### src/rtl/i2s_rx.sv
// ============================================================================
// Module   : i2s_rx
// Function : Oversampling slave I2S receiver, delivers L/R tagged words on a
//            valid/ready stream in the adc_clk domain.
// Revision : 1.0 - initial release
// ============================================================================
`default_nettype none

module i2s_rx #(
  parameter int SAMPLE_SIZE = 24,
  parameter int BIT_CNT_W   = 5
) (
  input  logic                   adc_clk,
  input  logic                   adc_rst_n,
  input  logic                   rx_en,
  input  logic                   i2s_bclk,
  input  logic                   i2s_wclk,
  input  logic                   i2s_sdata,
  output logic [SAMPLE_SIZE-1:0] sample_data,
  output logic                   sample_right,
  output logic                   sample_valid,
  input  logic                   sample_ready,
  output logic                   overflow,
  output logic                   frame_err,
  input  logic                   err_clr
);

  typedef enum logic [0:0] {
    ST_HUNT = 1'b0,
    ST_RUN  = 1'b1
  } state_t;

  localparam logic [BIT_CNT_W:0]   c_word_len = (BIT_CNT_W+1)'(SAMPLE_SIZE);
  localparam logic [BIT_CNT_W:0]   c_len_one  = (BIT_CNT_W+1)'(1);
  localparam logic [BIT_CNT_W-1:0] c_cnt_one  = BIT_CNT_W'(1);
  localparam logic [BIT_CNT_W-1:0] c_cnt_max  = '1;

  state_t r_state;
  state_t w_state_nxt;

  logic r_bclk_s1, r_bclk_s2, r_bclk_h;
  logic r_wclk_s1, r_wclk_s2, r_wclk_h;
  logic r_sdata_s1, r_sdata_s2, r_sdata_h;

  logic [SAMPLE_SIZE-1:0] r_shift;
  logic [BIT_CNT_W-1:0]   r_bit_cnt;
  logic                   r_wc_prev;
  logic                   r_good;
  logic                   r_good_right;

  logic [SAMPLE_SIZE-1:0] r_data;
  logic                   r_right;
  logic                   r_valid;
  logic                   r_overflow;
  logic                   r_frame_err;

  logic                 w_rise;
  logic                 w_wc_chg;
  logic [BIT_CNT_W:0]   w_cnt_p1;
  logic                 w_len_ok;
  logic                 w_word_good;
  logic                 w_word_bad;
  logic                 w_take;
  logic                 w_ovf_evt;

  // wclk/sdata are taken from their history flops so all three lines share
  // the same synchroniser depth at the moment a bclk rise is seen.
  always_ff @(posedge adc_clk or negedge adc_rst_n) begin
    if (!adc_rst_n) begin
      r_bclk_s1  <= 1'b0;
      r_bclk_s2  <= 1'b0;
      r_bclk_h   <= 1'b0;
      r_wclk_s1  <= 1'b0;
      r_wclk_s2  <= 1'b0;
      r_wclk_h   <= 1'b0;
      r_sdata_s1 <= 1'b0;
      r_sdata_s2 <= 1'b0;
      r_sdata_h  <= 1'b0;
    end else begin
      r_bclk_s1  <= i2s_bclk;
      r_bclk_s2  <= r_bclk_s1;
      r_bclk_h   <= r_bclk_s2;
      r_wclk_s1  <= i2s_wclk;
      r_wclk_s2  <= r_wclk_s1;
      r_wclk_h   <= r_wclk_s2;
      r_sdata_s1 <= i2s_sdata;
      r_sdata_s2 <= r_sdata_s1;
      r_sdata_h  <= r_sdata_s2;
    end
  end

  always_comb begin
    w_rise      = r_bclk_s2 & ~r_bclk_h;
    w_wc_chg    = w_rise & (r_wclk_h != r_wc_prev);
    w_cnt_p1    = {1'b0, r_bit_cnt} + c_len_one;
    w_len_ok    = (w_cnt_p1 == c_word_len);
    w_word_good = rx_en & (r_state == ST_RUN) & w_wc_chg & w_len_ok;
    w_word_bad  = rx_en & (r_state == ST_RUN) & w_wc_chg & ~w_len_ok;
    w_state_nxt = r_state;
    if (!rx_en) begin
      w_state_nxt = ST_HUNT;
    end else if ((r_state == ST_HUNT) && w_wc_chg) begin
      w_state_nxt = ST_RUN;
    end
  end

  always_ff @(posedge adc_clk or negedge adc_rst_n) begin
    if (!adc_rst_n) begin
      r_state <= ST_HUNT;
    end else begin
      r_state <= w_state_nxt;
    end
  end

  always_ff @(posedge adc_clk or negedge adc_rst_n) begin
    if (!adc_rst_n) begin
      r_shift      <= '0;
      r_wc_prev    <= 1'b0;
      r_bit_cnt    <= '0;
      r_good       <= 1'b0;
      r_good_right <= 1'b0;
      r_frame_err  <= 1'b0;
    end else begin
      if (w_rise) begin
        r_shift   <= {r_shift[SAMPLE_SIZE-2:0], r_sdata_h};
        r_wc_prev <= r_wclk_h;
      end
      if (!rx_en) begin
        r_bit_cnt <= '0;
      end else if (w_wc_chg) begin
        r_bit_cnt <= '0;
      end else if (w_rise && (r_bit_cnt != c_cnt_max)) begin
        r_bit_cnt <= r_bit_cnt + c_cnt_one;
      end
      r_good       <= w_word_good;
      r_good_right <= r_wc_prev;
      r_frame_err  <= (r_frame_err & ~err_clr) | w_word_bad;
    end
  end

  // A new word may replace the held one only when that one is leaving now.
  assign w_take    = r_good & (~r_valid | sample_ready);
  assign w_ovf_evt = r_good & r_valid & ~sample_ready;

  always_ff @(posedge adc_clk or negedge adc_rst_n) begin
    if (!adc_rst_n) begin
      r_data     <= '0;
      r_right    <= 1'b0;
      r_valid    <= 1'b0;
      r_overflow <= 1'b0;
    end else begin
      if (w_take) begin
        r_data  <= r_shift;
        r_right <= r_good_right;
        r_valid <= 1'b1;
      end else if (r_valid && sample_ready) begin
        r_valid <= 1'b0;
      end
      r_overflow <= (r_overflow & ~err_clr) | w_ovf_evt;
    end
  end

  assign sample_data  = r_data;
  assign sample_right = r_right;
  assign sample_valid = r_valid;
  assign overflow     = r_overflow;
  assign frame_err    = r_frame_err;

endmodule

`default_nettype wire

### config.mk
export PLATFORM = sky130hd
export DESIGN_NAME = i2s_rx
export DESIGN_NICKNAME = d
export VERILOG_FILES = /design/src/rtl/i2s_rx.sv
export SDC_FILE = /design/constraint.sdc
export NUM_CORES = 1
export LEC_CHECK = 0
export ABC_CLOCK_PERIOD_IN_PS = 1700
export CAP_MARGIN = 20
export CORE_ASPECT_RATIO = 1.5
export CORE_MARGIN = 3
export CORE_UTILIZATION = 35
export CTS_CLUSTER_SIZE = 10
export DETAILED_ROUTE_END_ITERATION = 6
export GPL_TIMING_DRIVEN = 0
export PLACE_DENSITY = 0.69
export SKIP_LAST_GASP = 1
export SLEW_MARGIN = 20
export SYNTH_ARGS = -nofsm -noshare
export SYNTH_HDL_FRONTEND = slang
export SYNTH_SLANG_ARGS = --single-unit
### constraint.sdc
create_clock -name adc_clk -period 1.7 [get_ports adc_clk]
set_clock_uncertainty 0.1 [all_clocks]
set_input_delay 0.34 -clock adc_clk [delete_from_list [all_inputs] [get_ports adc_clk]]
set_output_delay 0.34 -clock adc_clk [all_outputs]
set_load 0.02 [all_outputs]
Yosys cells after proc, flatten, opt, wreduce, memory -nomap -nowiden
Index checks and enable logic that the tools add are counted.
W data, S select, Z words.
{"block": "word_totals", "ff_bits": 70}
{"block": "classes", "n_addsub": 2, "n_eq_ne": 5, "muxes": 7, "n_bitwise": 20, "reduce_logical": 4}
{"operator": "$mux W5", "count": 3}
{"operator": "$and A1 B1 Y1", "count": 11}
{"operator": "$add A5 B1 Y6 const B", "count": 1}
{"operator": "$eq A6 B5 Y1 const B", "count": 1}
{"operator": "$not A1 Y1", "count": 6}
{"operator": "$add A5 B1 Y5 const B", "count": 1}
{"operator": "$ne A5 B5 Y1 const B", "count": 1}
{"operator": "$mux W1", "count": 4}
{"operator": "$logic_and A1 B1 Y1", "count": 3}
{"operator": "$ne A3 B1 Y1 const B", "count": 1}
{"operator": "$or A1 B1 Y1", "count": 3}
{"operator": "$ne A2 B1 Y1 const B", "count": 1}
{"operator": "$reduce_bool A2 Y1", "count": 1}
{"operator": "$ne A1 B1 Y1", "count": 1}

Logic depth before layout (Yosys ltp)
{"block": "depth", "depth_word": 6, "ltp_mapped": 6, "mapped_depth_nobuf": 6}

Worst setup path before layout
No wires, ideal clock.
{"block": "synth_timing", "path_kind": "reg-to-reg", "from": "reg r_bit_cnt[0]", "to": "reg r_bit_cnt[3]", "setup_ps": 79, "arrival_ps": 1603, "required_time_ps": 1521, "setup_slack_ps": -82, "stages_incl_launch_ff": 6, "period_less_slack_ps": 1782, "cell_sequence": "dfrtp_1 -> ha_1 -> and3_1 -> ha_1 -> or4_1 -> a21oi_1"}
{"block": "synth_between", "elab_chain_cells": 4, "word_cells_on_any_way": 7}
{"item": "start, declared", "line_no": "46", "source": "logic [BIT_CNT_W-1:0] r_bit_cnt;"}
{"item": "start signal, assigned", "line_no": "133", "source": "r_bit_cnt <= r_bit_cnt + c_cnt_one;"}
{"item": "$add A5 B1 Y5", "line_no": "133"}
{"item": "$mux W5", "line_no": "132", "source": "end else if (w_rise && (r_bit_cnt != c_cnt_max)) begin"}
{"item": "$mux W5", "line_no": "130", "source": "end else if (w_wc_chg) begin"}
{"item": "$mux W5", "line_no": "128", "source": "if (!rx_en) begin"}
Parallel ways exist; a longest one is shown, timed or not. The select of a mux whose other input is x is not followed.
A chain may end at the register's enable or synchronous reset.

Worst setup path in the final report
{"block": "layout_timing", "from": "reg r_bit_cnt[1]", "to": "reg r_bit_cnt[3]"}
The elaborated chain is that of the path after synthesis.

==> run metrics <==
GRT overflow=0; unrepaired setup endpoints after global routing=yes; global-route wire length before repair=slightly below 8 mm; Tmin final=approximately 1.7 ns; nets=around 280; register bit total from synthesis=70; Setup WS post-layout=between 0.015 and 0.02 ns; register area=approximately 1800 um2; pin count of the biggest net entering global routing=53; clock-pin transition on the worst setup and hold timing paths=0.08 ns; endpoints failing setup=0; relative slew slack=between 50 and 60%; I/O Buffers=35; # clock sinks=70; Final Hold Fails=0; fmax=about 600 MHz; worst-path cell chain=ha_2 > and3_4 > ha_4 > or4_4 > a21oi_2; Sw Ratio=roughly 24%; Worst setup SP type=flop; crit path max fanout=6; R2R depth=5; hold path start=r_sdata_s2; Final Power=about 3300 uW; Initial Util=between 30% and 40%; core area=around 7200 um2; Leakage=0.00180 uW; Hold Path Class=reg -> reg; CP Capture Type=flop; Die X-Extent=between 70 and 80 um; Ant. Diodes=0; worst skew pair latency=around 0.34 ns; die area=between 8000 and 9000 um2; Initial DRC Count=116; vias in the first global route=1683; status=complete, no violations; setup slack after placement=-0.235 ns; Hold Crit Depth=0; Final period util=between 90 and 100%; WS Path Type=reg -> reg; cts bufs inserted=9; Synth cell types=28; Clock Tree Root=clkbuf_8; max incr delay on CP=between 0.4 and 0.5 ns; # rows=38; Sequential Power Share=54.9%; htree depth=3; Worst EP arrival=between 1.5 and 2 ns; I/O pin count=36; share of cells above drive strength 1=a little under a quarter; hold endpoint=r_sdata_h; Net Sw Power=slightly above 800 uW; Die Span Y=roughly 110 um; yosys warns=0; Slew @ Worst Pin=0.642 ns; worst r2r dst=r_bit_cnt[3]; Worst Path Buf+Inv=0; via count=1690; dpl hpwl=roughly 3.0 mm; clk buf depth=2; WL final=4.46 mm; Critical Path Slowest Stage Cell=or4_4; setup tns final=0 ns; post-route antenna net violation count=0; Int Pwr=between 2000 and 3000 uW; worst vdd ir=between 0.6 and 0.7 mV; final core utilization=a little under half; flop2flop setup slack=approximately 0.016 ns; Required @ worst endpoint=1.86 ns; Vias per Instance=between 4 and 5; Mapped Cells=between 200 and 250; Pre-Repair DR Iteration Count=4; initial antenna violation count=0; Syn Nets=227; r2r startpoint=r_bit_cnt[1]; DR WL/cell=roughly 12 um; CTS tree=yes; Avg Inst Size Synth=12.1 um2; Comb power frac=about 5.5%; DRC viols=0; P&R area growth vs syn=28.2%; delay-heaviest family, CP=simple AND/OR/NAND/NOR gates; Syn Std Cell Area=around 2600 um2; Max Cap Viol=0; All-Layer GR Usage=11.5%; power share of the clock group=about 40%; global placement routability congestion=0.730; Cell Pwr Density=991 nW/um2; instance count on the critical path=5; footprint of the multi-input gates=842 um2; max-slew violation count=0; FILL cells=approximately 680; Seq/Total Area, Yosys=about two thirds
## layout make-up
| type | count | area share (%) |
|---|---|---|
| repair buffers | 41 | 11.3 |
| inverters | 3 | 0.336 |
| well taps | 100 | 3.73 |
| flip-flops and latches | 70 | 52.2 |
| plain buffers | 8 | 1.31 |
| clock buffers | 9 | 3.69 |
| multi-input cells | 136 | 25.1 |
| clock inverters | 7 | 2.24 |
## cell usage in the layout (no fill, tap or decap), types with 5 or more instances in the layout
| cell type | netlist | layout |
|---|---|---|
| buf_2 | 5 | 5 |
| clkdlybuf4s50_1 | 0 | 6 |
| buf_4 | 2 | 7 |
| dlygate4sd2_1 | 0 | 28 |
| nand2_1 | 78 | 78 |
| dfrtp_1 | 70 | 70 |
| mux2_2 | 25 | 25 |
| clkbuf_8 | 0 | 9 |
## repair_timing
action,CTS,global route
setup endpoints to repair,33,2
hold endpoints to repair,18,0
pin swaps,3,2
resized for setup,31,2
hold buffers,1,0
buffers inserted,3,1
## metrics by stage
stage / std cells / hold slack, ns / instance area [um2]
2_1_floorplan: 217 / -0.0556 / 2620
6_report: 374 / 0.254 / 3350
3_3_place_gp: 352 / 0.231 / 3100
5_1_grt: 374 / 0.257 / 3350
4_1_cts: 373 / 0.255 / 3340
3_5_place_dp: 353 / 0.139 / 3120
## metal layers
metal | vias to the layer above | part of all wire (%) | global-route usage (%)
li1 | 821 | - | -
met1 | 829 | 44 | 13.4
met2 | 29 | 49 | 18.7
met3 | 11 | 3.6 | 3.56
met4 | 0 | 3.0 | 6.65
met5 | - | 0 | 0
## worst max path at each step
stage	from	endpoint	slack (ns)
global placement	adc_rst_n	sample_data[17]	-2.10
CTS	r_bit_cnt[0]	r_bit_cnt[3]	-0.0006
global route	r_bit_cnt[1]	r_bit_cnt[3]	-0.04
floorplan	r_bit_cnt[0]	r_bit_cnt[3]	0.004
finish	r_bit_cnt[1]	r_bit_cnt[3]	0.02
detailed placement	sample_ready	sample_data[4]	-0.24
## cell families after synthesis
logic type | count (synthesis) | share of synthesized area, %
flip-flops | 70 | 67.0
multiplexers | 25 | 10.8
adder cells (fa/ha/maj) | 2 | 0.956
AO/OA/AOI/OAI | 13 | 3.06
XOR/XNOR | 3 | 1.00
buffers and inverters | 11 | 2.10
AND/OR/NAND/NOR | 93 | 15.2
## synth_stat cells
master / count / share of area, %
xnor2_1: 3 / 1.0
o21ai_0: 3 / 0.57
a211oi_1: 1 / 0.29
buf_2: 5 / 0.96
nand3_1: 2 / 0.38
o21a_1: 1 / 0.29
ha_1: 2 / 0.96
nand2_1: 78 / 11
nand4b_1: 1 / 0.33
or4_1: 1 / 0.29
nand2_2: 1 / 0.24
o31ai_1: 1 / 0.29
nor3b_1: 1 / 0.29
a21oi_1: 4 / 0.77
o22ai_1: 2 / 0.48
a21bo_2: 1 / 0.38
nor2_1: 3 / 0.43
buf_4: 2 / 0.57
nand3b_1: 1 / 0.29
and3_1: 1 / 0.24
nand2b_4: 1 / 0.53
inv_1: 3 / 0.43
nand2b_1: 1 / 0.24
dfrtp_1: 70 / 67
and4bb_2: 1 / 0.48
mux2_2: 25 / 11
clkbuf_1: 1 / 0.14
nor2b_1: 1 / 0.24
## power groups by stage
| stage | Sequential (uW) | Combinational, uW | Clock (uW) |
|---|---|---|---|
| after floorplan | 1840 | 97.7 | 0 |
| after global placement | 1860 | 162 | 0 |
| after detailed placement | 1860 | 177 | 0 |
| after CTS | 1830 | 188 | 1350 |
| after global routing | 1840 | 214 | 1410 |
| final | 1820 | 184 | 1320 |
Note: power is estimated with default switching activity, not from simulation.
